`src/rtl/serial_acc_adder_pkg.sv`:
```
// rtl/serial_acc_adder_pkg.sv - shared controller types for the bit-serial accumulator
package serial_acc_adder_pkg;

  typedef enum logic [1:0] {
    IDLE = 2'd0,
    RUN  = 2'd1,
    DONE = 2'd2
  } state_e;

  localparam int PAGE_ADDR_WIDTH = 8;

endpackage

```
`src/rtl/serial_acc_adder_if.sv`:
```
// rtl/serial_acc_adder_if.sv - control/data bundle between controller and serial accumulator
interface serial_acc_adder_if
  import serial_acc_adder_pkg::*;
#(
  parameter int WIDTH = PAGE_ADDR_WIDTH
);

  logic             i_CEN_n;
  logic             i_LOAD;
  logic [WIDTH-1:0] i_LOAD_D;
  logic             i_START;
  logic             i_SUB;
  logic             i_SER_B;
  logic             o_BUSY;
  logic             o_DONE;
  logic [WIDTH-1:0] o_SUM;
  logic             o_COUT;
  logic             o_ZERO;

  modport master (
    output i_CEN_n, i_LOAD, i_LOAD_D, i_START, i_SUB, i_SER_B,
    input  o_BUSY, o_DONE, o_SUM, o_COUT, o_ZERO
  );

  modport slave (
    input  i_CEN_n, i_LOAD, i_LOAD_D, i_START, i_SUB, i_SER_B,
    output o_BUSY, o_DONE, o_SUM, o_COUT, o_ZERO
  );

endinterface

```
`src/rtl/serial_acc_adder_fa.sv`:
```
// rtl/serial_acc_adder_fa.sv - single-bit full-adder primitive
module serial_acc_adder_fa (
  input  logic i_A,
  input  logic i_B,
  input  logic i_CIN,
  output logic o_S,
  output logic o_COUT
);

  assign o_S    = i_A ^ i_B ^ i_CIN;
  assign o_COUT = (i_A & i_B) | (i_CIN & (i_A ^ i_B));

endmodule

```
`src/rtl/serial_acc_adder.sv`:
```
// rtl/serial_acc_adder.sv - bit-serial add/subtract accumulator, operand LSB first
module serial_acc_adder
  import serial_acc_adder_pkg::*;
#(
  parameter int WIDTH = PAGE_ADDR_WIDTH
)
(
  input  logic              i_EMUCLK,
  input  logic              i_MRST_n,
  serial_acc_adder_if.slave bus
);

  localparam int              CNT_W    = $clog2(WIDTH);
  localparam logic [CNT_W-1:0] CNT_LAST = CNT_W'(WIDTH - 1);

  state_e           state_q, state_d;
  logic [WIDTH-1:0] acc_q, acc_d;
  logic [CNT_W-1:0] cnt_q, cnt_d;
  logic             carry_q, carry_d;
  logic             sub_q, sub_d;
  logic             fa_s;
  logic             fa_cout;

  // Subtract is acc + ~B + 1: operand bits are inverted and carry is seeded with 1.
  serial_acc_adder_fa u_fa (
    .i_A    (acc_q[0]),
    .i_B    (bus.i_SER_B ^ sub_q),
    .i_CIN  (carry_q),
    .o_S    (fa_s),
    .o_COUT (fa_cout)
  );

  always_ff @(posedge i_EMUCLK or negedge i_MRST_n) begin
    if (!i_MRST_n) begin
      state_q <= IDLE;
      acc_q   <= '0;
      cnt_q   <= '0;
      carry_q <= 1'b0;
      sub_q   <= 1'b0;
    end else begin
      state_q <= state_d;
      acc_q   <= acc_d;
      cnt_q   <= cnt_d;
      carry_q <= carry_d;
      sub_q   <= sub_d;
    end
  end

  always_comb begin
    state_d = state_q;
    acc_d   = acc_q;
    cnt_d   = cnt_q;
    carry_d = carry_q;
    sub_d   = sub_q;
    if (!bus.i_CEN_n) begin
      unique case (state_q)
        IDLE: begin
          if (bus.i_LOAD) begin
            acc_d   = bus.i_LOAD_D;
            carry_d = 1'b0;
          end else if (bus.i_START) begin
            sub_d   = bus.i_SUB;
            carry_d = bus.i_SUB;
            cnt_d   = '0;
            state_d = RUN;
          end
        end
        RUN: begin
          acc_d   = {fa_s, acc_q[WIDTH-1:1]};
          carry_d = fa_cout;
          cnt_d   = cnt_q + 1'b1;
          if (cnt_q == CNT_LAST) begin
            state_d = DONE;
          end
        end
        DONE: begin
          state_d = IDLE;
        end
        default: begin
          state_d = IDLE;
        end
      endcase
    end
  end

  assign bus.o_BUSY = (state_q == RUN);
  assign bus.o_DONE = (state_q == DONE);
  assign bus.o_SUM  = acc_q;
  assign bus.o_COUT = carry_q;
  assign bus.o_ZERO = (acc_q == '0);

endmodule

```
`src/flat_wrapper.sv`:
```
// flat-port wrapper written by rule: the top's interface ports become plain ports
module serial_acc_adder_flat import serial_acc_adder_pkg::*;
#(
  parameter int WIDTH = PAGE_ADDR_WIDTH
)
  (i_EMUCLK, i_MRST_n, bus_i_CEN_n, bus_i_LOAD, bus_i_LOAD_D, bus_i_START, bus_i_SUB, bus_i_SER_B, bus_o_BUSY, bus_o_DONE, bus_o_SUM, bus_o_COUT, bus_o_ZERO);
  serial_acc_adder_if #(.WIDTH(WIDTH)) bus_i ();
  input  logic i_EMUCLK;
  input  logic i_MRST_n;
  input wire logic [$bits(bus_i.i_CEN_n)-1:0] bus_i_CEN_n;
  input wire logic [$bits(bus_i.i_LOAD)-1:0] bus_i_LOAD;
  input wire logic [$bits(bus_i.i_LOAD_D)-1:0] bus_i_LOAD_D;
  input wire logic [$bits(bus_i.i_START)-1:0] bus_i_START;
  input wire logic [$bits(bus_i.i_SUB)-1:0] bus_i_SUB;
  input wire logic [$bits(bus_i.i_SER_B)-1:0] bus_i_SER_B;
  output wire logic [$bits(bus_i.o_BUSY)-1:0] bus_o_BUSY;
  output wire logic [$bits(bus_i.o_DONE)-1:0] bus_o_DONE;
  output wire logic [$bits(bus_i.o_SUM)-1:0] bus_o_SUM;
  output wire logic [$bits(bus_i.o_COUT)-1:0] bus_o_COUT;
  output wire logic [$bits(bus_i.o_ZERO)-1:0] bus_o_ZERO;
  assign bus_i.i_CEN_n = bus_i_CEN_n;
  assign bus_i.i_LOAD = bus_i_LOAD;
  assign bus_i.i_LOAD_D = bus_i_LOAD_D;
  assign bus_i.i_START = bus_i_START;
  assign bus_i.i_SUB = bus_i_SUB;
  assign bus_i.i_SER_B = bus_i_SER_B;
  assign bus_o_BUSY = bus_i.o_BUSY;
  assign bus_o_DONE = bus_i.o_DONE;
  assign bus_o_SUM = bus_i.o_SUM;
  assign bus_o_COUT = bus_i.o_COUT;
  assign bus_o_ZERO = bus_i.o_ZERO;
  serial_acc_adder #(.WIDTH(WIDTH)) u_core (.i_EMUCLK(i_EMUCLK), .i_MRST_n(i_MRST_n), .bus(bus_i));
endmodule
```
`config.mk`:
```
export PLATFORM = sky130hd
export DESIGN_NAME = serial_acc_adder_flat
export DESIGN_NICKNAME = d
export VERILOG_FILES = /design/src/rtl/serial_acc_adder_pkg.sv /design/src/rtl/serial_acc_adder_if.sv /design/src/rtl/serial_acc_adder_fa.sv /design/src/rtl/serial_acc_adder.sv /design/src/flat_wrapper.sv
export SDC_FILE = /design/constraint.sdc
export NUM_CORES = 1
export LEC_CHECK = 0
export ABC_AREA = 1
export CORE_ASPECT_RATIO = 0.9
export CORE_UTILIZATION = 35
export CTS_CLUSTER_DIAMETER = 150
export CTS_CLUSTER_SIZE = 28
export DETAILED_ROUTE_END_ITERATION = 10
export GPL_ROUTABILITY_DRIVEN = 0
export PLACE_DENSITY_LB_ADDON = 0.2
export SYNTH_ARGS = -nofsm -noshare
export SYNTH_HDL_FRONTEND = slang
export SYNTH_SLANG_ARGS = --single-unit
```
`constraint.sdc`:
```
create_clock -name i_EMUCLK -period 1.3 [get_ports i_EMUCLK]
set_input_delay 0.13 -clock i_EMUCLK [delete_from_list [all_inputs] [get_ports i_EMUCLK]]
set_output_delay 0.13 -clock i_EMUCLK [all_outputs]
set_load 0.01 [all_outputs]
```
### Yosys cells after proc, flatten, opt, wreduce, memory -nomap -nowiden

Index checks and enable logic that the tools add are counted.

* register bits after elaboration: 15
* bits of input ports: 15
* output and inout port bits: 12
* logic and storage cells: 42

* add/subtract/negate cells: 1
* equality and inequality tests: 8
* muxes and demuxes: 12
* bitwise gates (word level): 8
* reduce and logical (&&, ||, !) cells: 8

Operators with widths (count)
* $pmux 8 s2: 1
* $reduce_and 4->1: 3
* $logic_not 8->1: 1
* $mux 8: 1
* $mux 2: 3
* $mux 3: 2
* $ne 2x2->1 const B: 3
* $pmux 3 s2: 1
* $reduce_and 3->1: 2
* $pmux 2 s2: 1
* $add 3x1->3 const B: 1
* $eq 3x3->1 const B: 1
* $ne 3x3->1 const B: 1
* $xor 1x1->1: 3
* $and 1x1->1: 2
* $eq 2x1->1 const B: 1
* $eq 2x2->1 const B: 1
* $logic_not 2->1: 1
* $mux 1: 2
* $ne 2x1->1 const B: 1
* $not 1->1: 2
* $pmux 1 s2: 1
* $reduce_bool 2->1: 1
* $or 1x1->1: 1

### Longest topological paths before layout

Gate-level depths: netlist (run 1).

* word-level depth: 5
* mapped depth: 7
* gate-level depth less buffers: 7

### By module

Synthesis (run 1) repeated with hierarchy kept, for this count alone.

* cell total of the unflattened synthesis: 125
* area total of the unflattened synthesis: 874.6 µm²

By module, submodules not included
* serial_acc_adder: instances 1, cells each 124, area an instance 854.6 µm², sequential area each 375.4 µm²
* serial_acc_adder_fa: instances 1, cells each 1, area an instance 20.0 µm², sequential area each 0.0 µm²

### Worst setup path before layout (run 1)

Ideal clock, no wire load.

* kind: reg-to-reg
* start: register u_core.carry_q, in the netlist u_core.bus.o_COUT
* end: register u_core.acc_q[7], in the netlist u_core.bus.o_SUM[7]
* library setup time: 0.116 ns
* data arrival time: 1.182 ns
* data required time: 1.184 ns
* slack: 0.002 ns
* cell stages (with the launch flop): 8
* buffers on the path: 0
* period minus slack after synthesis: 1.298 ns
* path through: dfrtp_1 inv_1 fa_1 inv_1 nand2_1 nand2_1 nand2_1 nand2_1

* cells in the longest elaborated chain, start to end: 2

RTL lines
* start: declaration: line serial_acc_adder.sv:19 `logic carry_q, carry_d;`
* start signal: assignment: line serial_acc_adder.sv:44 `carry_q <= carry_d;`
* $xor 1x1->1: line serial_acc_adder_fa.sv:10 `assign o_S = i_A ^ i_B ^ i_CIN;`
* $pmux 8 s2: line serial_acc_adder.sv:56 `unique case (state_q)`
* end signal: assignment: line serial_acc_adder.sv:36 `acc_q <= '0;`
* end signal: assignment: line serial_acc_adder.sv:42 `acc_q <= acc_d;`
* end: declaration: line serial_acc_adder.sv:17 `logic [WIDTH-1:0] acc_q, acc_d;`

No other way between the ends.
A chain may end at the register's enable or synchronous reset.

### Final worst setup path (run 1)

* start: register u_core.sub_q
* end: register u_core.acc_q[7], in the netlist u_core.bus.o_SUM[7]

* cells in the longest elaborated chain, start to end: 4

RTL lines
* start: declaration: line serial_acc_adder.sv:20 `logic sub_q, sub_d;`
* start signal: assignment: line serial_acc_adder.sv:45 `sub_q <= sub_d;`
* $xor 1x1->1: line serial_acc_adder.sv:27 `.i_B (bus.i_SER_B ^ sub_q),`
* $xor 1x1->1 (2 in series): line serial_acc_adder_fa.sv:10
* $pmux 8 s2: line serial_acc_adder.sv:56

No other way between the ends.

==> results.cfg, run 1 <==
[grt]
grt_first_pass_wirelength_mm = 3.52
track_usage_pct = 18.3
antenna_found_initial = 0
grt.overflow.total = 0
grt_max_degree = 16
grt_pass1_vias = 859

[cts]
max-clock-path-buffers = 2
clock-sinks = 15
cts_tree = done
cts.reportedPaths.clkPinSlew_ns = 0.10
cts-root-buf = clkbuf_4
h-tree-depth = 1
clkLatencyLatePin_ns = 0.28
hold_buffers = 0
numCtsBuffers = 3

[logic_synthesis]
synthesis.nets = 144
synthAdderAreaFrac_pct = 5.22
ys_seq_elements = 15
synthSimpleGateAreaFrac_pct = 42.2
syn_area_per_cell_sq_um = 6.85
ys_warn_count = 0
yosysSeqAreaShare_pct = 43.5
synth_top_area_share_pct = 43.5
ys_types = 16
synthMuxAreaShare_pct = 0
ys_top_cells_by_area = dfrtp_1 43%, nand2_1 33%, nor2_1 4.3%
syn_area_sq_um = 863
synthCells = 126
synth_top_family_by_area = simple AND/OR/NAND/NOR gates
synth_compound_area_share_pct = 1.16
synth-xor-area-share_pct = 1.01
synthDominantAreaCellType = dfrtp_1

[run_status]
violations = setup timing
status = complete, but fails checks

[timing]
max_freq_mhz = 739
setup_viol = 1
slew_headroom_pct = 77.6
finalClockSkew_ns = 0.00124
tightest_slew_ns = 0.335
finalCriticalPeriod_ns = 1.35
period_share_pct = 104
final-max-slew-violation-count = 0
setup_slack_ns = -0.0532
rsz0062_at_grt = true
hold_viol_final = 0

[layout]
final_util_pct = 58.4
diodes = 0
synthToLayoutAreaGrowth_pct = 51.6
stdcell_area_sq_mm = 0.00131
fillers = 220
drive_gt1_share_pct = 19.9
layout.nets = 190

[worst_setup_path]
crit_chain = xnor2_1 -> fa_1 -> inv_1 -> nand2_1 -> nand2_1 -> nand2_1 -> nand2_1
crit_type = reg -> reg
crit_required_ns = 1.48
critPathSlowestCell = fa_1
path_max_fanout = 2
critPathCaptureType = register
cp_common_cell = nand2_1
slowest_delay_ns = 0.48
start_kind = register
cp.arrival_ns = 1.53
worst-path-buf-inv = 1
critPathTopFamily = adder cells

[placed_design]
io_buffer_count = 26
place_hpwl_mm = 1.51
post_dp_cell_area_sq_mm = 0.00125

[drt]
drt-initial-drc-count = 10
drc = 0
drt-total-wl_mm = 2.03
dr.pass1.iters = 4
num_vias = 887
wl_per_cell_um = 10.2
ant_nets = 0
avgViaCountPerCell = 4.48

[floorplanning]
core_area_sq_mm = 0.00224
die_y_um = 49.1
die_w_um = 54.4
start_util_pct = 38.5
core.rowCount = 16
die_area_sq_mm = 0.00267
ios = 27

[power]
p_leak_nw = 0.748
finalPower_mw = 2.59
ir_drop_uv = 1050
power-per-cell-area_mw_per_mm2 = 1980

[flow_run]
maxCapViolations = 0

[min_path]
hold_class = in -> async
## kinds of logic (layout without fill, tap and decap cells)
| logic type | count (synthesis) | count (layout) |
|---|---|---|
| DFF | 15 | 15 |
| xor gates and xnor gates | 1 | 1 |
| buffers and inverters | 13 | 58 |
| and+or+nand+nor | 92 | 92 |
| adders and majority gates | 3 | 3 |
| AOI/OAI and AO/OA | 2 | 2 |
## sequential cells by signal, summed over array words and instances, names as in the netlist
signal / flops
u_core.bus.o_SUM: 8
u_core.bus.o_COUT: 1
u_core.sub_q: 1
u_core.cnt_q: 3
u_core.state_q: 2
## synthesized netlist by cell type, drive strengths merged
library cell and count:
nand2 77, dfrtp 15, nor2 12, inv 10
buf 3, ha 2, nor3 2, a21oi 1
fa 1, nand3 1, o21ai 1, xnor2 1
## layout make-up
type | count | area (sq um) | share of cell area, %
multi-input cells | 98 | 450 | 34.4
repair buffers | 44 | 385 | 29.4
flip-flops and latches | 15 | 375 | 28.7
inverters | 10 | 37.5 | 2.87
well taps | 27 | 33.8 | 2.58
clock buffers | 4 | 26.3 | 2.01
## metrics by stage
| step | worst slack (ns) | instances | hold WS, ns | TNS, ns |
|---|---|---|---|---|
| 3_3_place_gp | -0.205 | 192 | 0.457 | -0.311 |
| 4_1_cts | -0.0748 | 198 | 0.156 | -0.207 |
| 3_5_place_dp | -0.226 | 192 | 0.468 | -0.359 |
| 5_1_grt | -0.143 | 198 | 0.194 | -0.251 |
| 6_report | -0.0532 | 198 | 0.152 | -0.0532 |
| 2_1_floorplan | 0.00165 | 126 | -0.166 | 0 |
## path summary, 6_finish.rpt
check | startpoint | end | slack [ns] | cells after the start
max | u_core.sub_q | u_core.bus.o_SUM[7] | -0.05 | 7
max reg2reg | u_core.sub_q | u_core.bus.o_SUM[7] | -0.05 | 7
min | i_MRST_n | u_core.sub_q | 0.15 | 2
max in group asynchronous | i_MRST_n | u_core.bus.o_SUM[5] | 0.97 | 2
min in group i_EMUCLK | bus_i_SUB | u_core.sub_q | 0.42 | 3
min reg2reg | u_core.cnt_q[2] | u_core.cnt_q[2] | 0.49 | 2
## worst reg2reg max path, stage by stage, from the launching register on
cell and delay [ns]:
dfrtp_1 0.41, xnor2_1 0.14, fa_1 0.48, inv_1 0.04
nand2_1 0.05, nand2_1 0.04, nand2_1 0.05, nand2_1 0.04
## what timing repair did
| action | CTS | global route |
|---|---|---|
| resized for setup | 15 | 15 |
| buffers inserted | 2 | 0 |
| endpoints found under the setup margin | 13 | 17 |
| pin swaps | 1 | 3 |
## cell usage in the layout (no fill, tap or decap)
cell	count
a21oi_1	1
xnor2_1	1
clkbuf_2	1
nand2_4	1
clkdlybuf4s15_1	1
clkbuf_1	1
dlygate4sd2_1	9
clkbuf_4	3
nor2_4	2
clkdlybuf4s50_1	14
nor3_1	1
nor2_1	8
nor2_2	2
nand2_1	74
buf_2	1
o21ai_1	1
fa_1	1
nand2_2	2
dfrtp_1	15
inv_2	3
inv_1	7
nor3_2	1
buf_6	3
ha_1	2
nand3_1	1
buf_4	15
## routing by layer
metal	share of wire [%]	routed length [um]	track usage (%)
met5	0	0	0
met4	1.0	21	6.41
met3	5.0	102	3.74
met2	48	982	30.7
met1	45	920	22.4
## power by group
part           total (mW)  internal (mW)  switching (mW)
sequential          0.782          0.658           0.123
combinational        1.53          0.716           0.813
clock               0.275          0.119           0.156
total                2.59           1.49            1.09
Power figures use the tool's default switching activity.
==> run 2: changes to the inputs <==
--- a/config.mk
+++ b/config.mk
@@ -13,6 +13,7 @@
 export DETAILED_ROUTE_END_ITERATION = 10
 export GPL_ROUTABILITY_DRIVEN = 0
 export PLACE_DENSITY_LB_ADDON = 0.2
+export SKIP_CTS_REPAIR_TIMING = 1
 export SYNTH_ARGS = -nofsm -noshare
 export SYNTH_HDL_FRONTEND = slang
 export SYNTH_SLANG_ARGS = --single-unit
==> run 2 against run 1 <==
Net effect:
- the flow still finishes with violations (setup timing)
- core utilization is 1.3 points higher
- combinational power is 3% higher
- register-to-register slack worse by 0.02 ns
- non-clock buffer count stayed put
- die area stayed put
- clock skew is 0.0012 ns higher
- flip-flop and latch count stayed put
- count of clock-buffer cells in the layout stayed put
==> results.cfg, run 2 (synthesis gave the netlist of run 1 again) <==
[run_status]
status = complete, but fails checks
violations = setup timing

[floorplanning]
die_y_um = 49.1
ios = 27
die_area_sq_mm = 0.00267
start_util_pct = 38.5
core.rowCount = 16
core_area_sq_mm = 0.00224
die_w_um = 54.4

[timing]
tightest_slew_ns = 0.250
final-max-slew-violation-count = 0
hold_viol_final = 0
rsz0062_at_grt = true
period_share_pct = 105
finalClockSkew_ns = 0.00248
setup_viol = 1
setup_tns_ns = -0.0688
max_freq_mhz = 731
setup_slack_ns = -0.0688
finalCriticalPeriod_ns = 1.37
slew_headroom_pct = 83.2

[layout]
synthToLayoutAreaGrowth_pct = 54.9
fin_cells = 198
diodes = 0
stdcell_area_sq_mm = 0.00134
layout_common_cells = 75 x nand2_1, 17 x buf_4, 15 x dfrtp_1
layout.nets = 190
fillers = 210
drive_gt1_share_pct = 18.1
regArea_sq_um = 375
largest_reg_flops = 8
final_common_cell = nand2_1
multi_input_area_sq_um = 443

[cts]
cts.reportedPaths.clkPinSlew_ns = 0.10
h-tree-depth = 1
max-clock-path-buffers = 2
cts_tree = done
clkLatencyLatePin_ns = 0.28
numCtsBuffers = 3
clock-sinks = 15
cts-root-buf = clkbuf_4

[power]
power-per-cell-area_mw_per_mm2 = 1980
ir_drop_uv = 1110
finalPower_mw = 2.65
p_leak_nw = 0.863

[worst_setup_path]
worst-r2r-setup-slack_ns = -0.07
start_kind = register
critPathCaptureType = register
crit_required_ns = 1.48
cp.arrival_ns = 1.55
path_max_fanout = 2
r2r-end = u_core.bus.o_SUM[7]
r2r_start = u_core.sub_q
reg2regPathDepth = 7
crit_type = reg -> reg

[placed_design]
place_hpwl_mm = 1.51
dp_slack_ns = -0.226
dp.cells = 192
io_buffer_count = 26
post_dp_cell_area_sq_mm = 0.00125

[grt]
grt_pass1_vias = 851
grt_max_degree = 16
antenna_found_initial = 0
grt_first_pass_wirelength_mm = 3.51
grt.overflow.total = 0
track_usage_pct = 18.1

[min_path]
hold_class = in -> async

[drt]
num_vias = 894
avgViaCountPerCell = 4.52
drc = 0
dr.pass1.iters = 5
ant_nets = 0
drt-initial-drc-count = 13
drt-total-wl_mm = 2.05
wl_per_cell_um = 10.4

[flow_run]
maxCapViolations = 0
==> run 2: metrics by stage <==
step,utilization [%],hold slack [ns]
after floorplan,-,-0.166
after global placement,56.0,0.457
after detailed placement,56.0,0.468
after CTS,57.1,0.156
after global routing,59.7,0.193
final,59.7,0.144
==> run 2: how the worst max path moves through the flow <==
| stage | from | to | slack [ns] | cells past startpoint |
|---|---|---|---|---|
| after floorplan | u_core.bus.o_COUT | u_core.bus.o_SUM[7] | 0.002 | 7 |
| after global placement | bus_i_SER_B | u_core.bus.o_SUM[7] | -0.20 | 8 |
| after detailed placement | bus_i_SER_B | u_core.bus.o_SUM[7] | -0.23 | 8 |
| after CTS | u_core.bus.o_SUM[0] | bus_o_ZERO | -0.39 | 4 |
| after global routing | u_core.bus.o_SUM[0] | u_core.bus.o_SUM[7] | -0.14 | 8 |
| final | u_core.sub_q | u_core.bus.o_SUM[7] | -0.07 | 7 |
==> run 2: routing by layer <==
metal	share of wire [%]	vias to the layer above	wire (um)	GRT usage, %
met4	1.0	0	21	6.41
li1	-	464	-	-
met5	0	-	0	0
met3	5.3	2	108	4.05
met1	45	408	930	22.7
met2	48	20	993	29.7
==> run 2: where the power goes <==
part	internal, mW	total (mW)	switching, mW
clock	0.119	0.279	0.160
sequential	0.658	0.789	0.130
combinational	0.777	1.58	0.802
total	1.55	2.65	1.09
==> run 2: worst max-delay path, stage by stage (launching register included) <==
cell     delay (ns)
dfrtp_1        0.42
xnor2_2        0.15
fa_1           0.48
inv_1          0.04
nand2_1        0.05
nand2_1        0.04
nand2_1        0.05
nand2_1        0.04
==> run 2: final cells by class <==
class | instances | area share [%]
multi-input combinational | 98 | 33.1
timing repair buffer | 44 | 31.5
clock buffer | 4 | 1.96
tap | 27 | 2.53
inverter | 10 | 2.81
sequential | 15 | 28.1
